===== config.mk =====
export PLATFORM = sky130hd
export DESIGN_NAME = lim_inc
export DESIGN_NICKNAME = d
export VERILOG_FILES = /design/src/rtl/lim_inc.sv
export SDC_FILE = /design/constraint.sdc
export NUM_CORES = 1
export LEC_CHECK = 0
export BUFFER_PORTS_ARGS = -buffer_cell sky130_fd_sc_hd__buf_2
export CORE_AREA = 2 2 39 41
export CTS_BUF_LIST = sky130_fd_sc_hd__clkbuf_8
export CTS_CLUSTER_DIAMETER = 50
export DETAILED_ROUTE_END_ITERATION = 12
export DIE_AREA = 0 0 41 43
export GPL_ROUTABILITY_DRIVEN = 1
export GPL_TIMING_DRIVEN = 0
export SLEW_MARGIN = 20
export SYNTH_ARGS = -nofsm -noshare
export SYNTH_HDL_FRONTEND = slang
export SYNTH_SLANG_ARGS = --single-unit

===== constraint.sdc =====
create_clock -name clk -period 1.87 [get_ports clk]
set_clock_uncertainty 0.15 [all_clocks]
set_input_delay 0.2805 -clock clk [delete_from_list [all_inputs] [get_ports clk]]
set_output_delay 0.2805 -clock clk [all_outputs]
set_load 0.05 [all_outputs]

===== src/rtl/lim_inc.sv =====
// Limited incrementor digit: a + ci wrapping to 0 at limit L, with a registered copy.
// Optional saturating wrap counter enabled by defining LIM_INC_WRAP_CNT_EN.
module lim_inc #(
  parameter int unsigned L = 7,
  parameter int unsigned W = 4
) (
  input  logic         clk,
  input  logic         rst_n,
  input  logic [W-1:0] a,
  input  logic         ci,
  output logic [W-1:0] sum,
  output logic         co,
  output logic [W-1:0] sum_q,
  output logic         co_q
`ifdef LIM_INC_WRAP_CNT_EN
  ,
  output logic [15:0]  wrap_cnt
`endif
);

  // Limit held at W+1 bits so L == 2**W still compares correctly.
  localparam logic [W:0] Lim = (W+1)'(L);

  logic [W:0] s;

  always_comb begin
    s   = {1'b0, a} + {{W{1'b0}}, ci};
    sum = s[W-1:0];
    co  = 1'b0;
    // Covers out-of-range a as well: a >= L implies s >= L.
    if (s >= Lim) begin
      sum = '0;
      co  = 1'b1;
    end
  end

  always_ff @(posedge clk) begin
    if (!rst_n) begin
      sum_q <= '0;
      co_q  <= 1'b0;
    end else begin
      sum_q <= sum;
      co_q  <= co;
    end
  end

`ifdef LIM_INC_WRAP_CNT_EN
  always_ff @(posedge clk) begin
    if (!rst_n) begin
      wrap_cnt <= '0;
    end else if (co && (wrap_cnt != 16'hFFFF)) begin
      wrap_cnt <= wrap_cnt + 16'd1;
    end
  end
`endif

endmodule


==> results.txt <==
----------------------------------------------------
[GRT]
  Maximum number of pins on one net before global-route repair ... 9
  Met2 layer usage reported by global route ... 11.6%
  Leftover overflow at the end of global routing ... 0
  Met1 track demand over resource in global routing ... 9.42%
  Global-route usage over all layers ... 9.06%
  Via count of the first global-routing pass ... 239
  GRT busiest layer ... met4
  Routing usage on met3 ... around 3.1%
  First-pass GRT wire length ... 945 µm
  Number of antenna violations at the first check in global routing ... 0

[STA]
  Min setup slack post-route ... -0.000498 ns
  Setup repair after global routing missed its margin ... true
  Fmax ... 535 MHz
  Total count of hold-check failures in the final report ... 0
  Final Max Slew Viols ... 0
  Fraction of the cycle the final worst path needs ... 100%
  Final setup viols ... 1
  Time the worst path needs with I/O delays and setup ... 1.87 ns

[Worst setup path]
  Most common cell on crit path ... sky130_fd_sc_hd__ha_4
  Critical path's slowest cell ... sky130_fd_sc_hd__mux2i_4
  Endpoint kind of the worst setup timing path ... output port
  Critical path launch point type ... input pin
  Type of the setup path with the least slack ... input pin to output port
  CP max stage delay ... between 0.2 and 0.25 ns
  Arrival time worst endpoint ... 1.44 ns
  Critical Path Start ... ci
  Data required time of the critical path ... 1.44 ns
  Largest driver fanout on the critical path ... 7
  Critical Path, Cell by Cell ... buf_6 > ha_4 > ha_4 > nand2b_4 > mux2i_4 > and3_4 > buf_8

[Place]
  Worst setup slack before clock tree synthesis ... -0.228 ns
  Total of buffers placed on input and output ports ... 15
  Gp weighted congestion ... 0.767
  Number of instances in the placed design ... between 50 and 60
  Dpl hpwl ... 414 µm

[Min path]
  Worst Hold Path EP ... co_q$_SDFF_PN0_
  Number of stages on the worst hold path ... 2
  Hold_sp ... rst_n
  Path category of the worst min-delay check ... input pin to flip-flop

[Pwr]
  Leakage component of the power ... 0.235 nW
  Power per cell area ... 897 nW/µm²
  IR Drop Worst-Case VDD ... 0.323 mV

[Synthesis]
  Post-Synthesis Cell Area ... 256 µm²
  Most frequently used cell type in the post-synthesis netlist ... sky130_fd_sc_hd__dfxtp_1
  Ranking of synthesized cells by instance count ... sky130_fd_sc_hd__dfxtp_1, sky130_fd_sc_hd__nand2_1, sky130_fd_sc_hd__and3_1, sky130_fd_sc_hd__and4_1, sky130_fd_sc_hd__ha_1
  Sequential share of the synthesized area ... 39.0%
  Share of the synthesized area in the top cell type ... 39.0%
  Leading post-synthesis cells by cell area ... sky130_fd_sc_hd__dfxtp_1, sky130_fd_sc_hd__and4_1, sky130_fd_sc_hd__ha_1
  Synthesis Warnings ... 0
  FF+latch count, synth ... 5
  Dominant cell type by area after synthesis ... sky130_fd_sc_hd__dfxtp_1
  Number of enable-type register cells in the synthesized netlist ... 0
  Mean cell area of the mapped netlist ... approximately 10 µm²
  Number of different library cells in the post-synthesis netlist ... 13
  Instance count of the mapped netlist ... 25
  Prevailing post-synth register cell ... sky130_fd_sc_hd__dfxtp_1
  Async set-or-reset flop fraction in the synthesized netlist ... 0%

[Clock network]
  H-tree levels ... 1
  Buffer levels on the longest clock path ... 2
  Cell chosen for the clock root ... sky130_fd_sc_hd__clkbuf_8
  Clock-pin slew of the registers on the worst-case setup and hold paths ... around 0.030 ns
  Number of CTS-inserted buffers ... 3
  TritonCTS clock tree ... built
  Number of hold buffers added after cts ... 0
  Sink count of the clock tree ... 5

[Route]
  Wire per inst ... 9.84 µm
  Wire length after detailed routing ... 610 µm
  Number of remaining DRC errors ... 0
  Total number of vias ... 250
  1st-pass router iterations ... 1
  Post-detailed-route via-to-cell ratio ... 4.03
  DRC marker count from the first detailed-route iteration ... 0
  Routed Antenna Nets ... 0

[Die]
  Vertical die dimension ... between 40 and 50 µm
  Initial Utilization ... 18.5%
  Number of placed I/O pins ... 17
  Core Region ... 1380 µm²
  Die outline area ... about 1800 µm²
  Count of standard-cell rows ... 14
  Chip Width ... between 40 and 50 µm

[Status]
  Result of the run ... finished, violations left
  Failing checks ... setup timing

[Finish]
  Post-Layout Cell Count ... 62
  Layout Utilization ... about 37%
  Fill cell instance count of the final layout ... 142
  Share of final-layout standard cells stronger than drive strength 1 ... 63.0%
  Post-layout net count ... 56
  Total inserted antenna cells ... 0
  Area Overhead vs Synth ... 98.0%

[Run]
  Number of max-capacitance violations reported ... 0

----------------------------------------------------
cells by family (layout without fill, tap and decap cells):
kind of cell | Yosys count | after routing | share of synthesized area (%)
xor gates and xnor gates | 1 | 1 | 3.42
other | 1 | 2 | 1.46
AOI/OAI and AO/OA | 1 | 1 | 2.93
DFF | 5 | 5 | 39.0
adders and majority gates | 2 | 2 | 9.75
buffers and inverters | 1 | 21 | 2.93
muxes | 1 | 1 | 8.78
and+or+nand+nor | 13 | 13 | 31.7
routing by layer:
metal	routed length, µm	share of wire, %
met1	229	38
met2	308	50
met3	31	5.1
met4	41	6.7
met5	0	0
worst max-delay path by stage:
stage,end,slack (ns),cells past startpoint
after floorplan,sum[0],0.03,5
after global placement,sum[2],-0.21,7
after detailed placement,sum[1],-0.23,7
after CTS,sum[2],0.003,7
after global routing,sum[2],-0.04,7
final,sum[2],-0.0005,7
where the power goes:
part           internal (W)  switching (W)
Clock              0.000140      0.0000500
Sequential         0.000114     0.00000108
Combinational     0.0000599      0.0000905
cells in the final DEF, fill, tap and decap left out, drive strengths merged:
| cell | instances |
|---|---|
| dfxtp | 5 |
| mux2i | 1 |
| xor2 | 1 |
| nand3 | 2 |
| inv | 1 |
| nand2 | 4 |
| ha | 2 |
| a21boi | 1 |
| and3 | 3 |
| conb | 2 |
| clkbuf | 4 |
| nand2b | 1 |
| and4 | 3 |
| buf | 16 |
what timing repair did:
item,in CTS,in global routing
hold endpoints to repair,0,0
gates resized for setup,20,1
setup endpoints to repair,4,4
pin swaps,5,0
buffers inserted,0,1
cloned,0,0
worst max-delay path, delay by kind of cell:
kind / cells / cell delay [ns]
buffers and inverters: 2 / 0.24
adders and majority gates: 2 / 0.32
muxes: 1 / 0.23
and+or+nand+nor: 2 / 0.37
per-stage QoR:
step	TNS (ns)	hold slack [ns]	total power [W]	cell area [µm²]
after floorplan	0	0.284	0.000203	264
after global placement	-0.753	0.424	0.000229	359
after detailed placement	-0.792	0.428	0.000230	359
after CTS	0	0.200	0.000457	498
after global routing	-0.124	0.211	0.000483	508
final	-0.000498	0.205	0.000456	508
registers in the layout, summed over array words and instances (netlist names):
name and count:
sum_q 4, co_q 1
area by class of cell:
class,count,area [µm²],area share (%)
Timing Repair Buffer,16,128,25.1
Sequential cell,5,100,19.7
Clock buffer,3,41.3,8.13
Tap cell,16,20.0,3.94
Multi-Input combinational cell,20,208,40.9
Buffer,1,7.51,1.48
Clock inverter,1,3.75,0.739
Power figures use the tool's default switching activity.
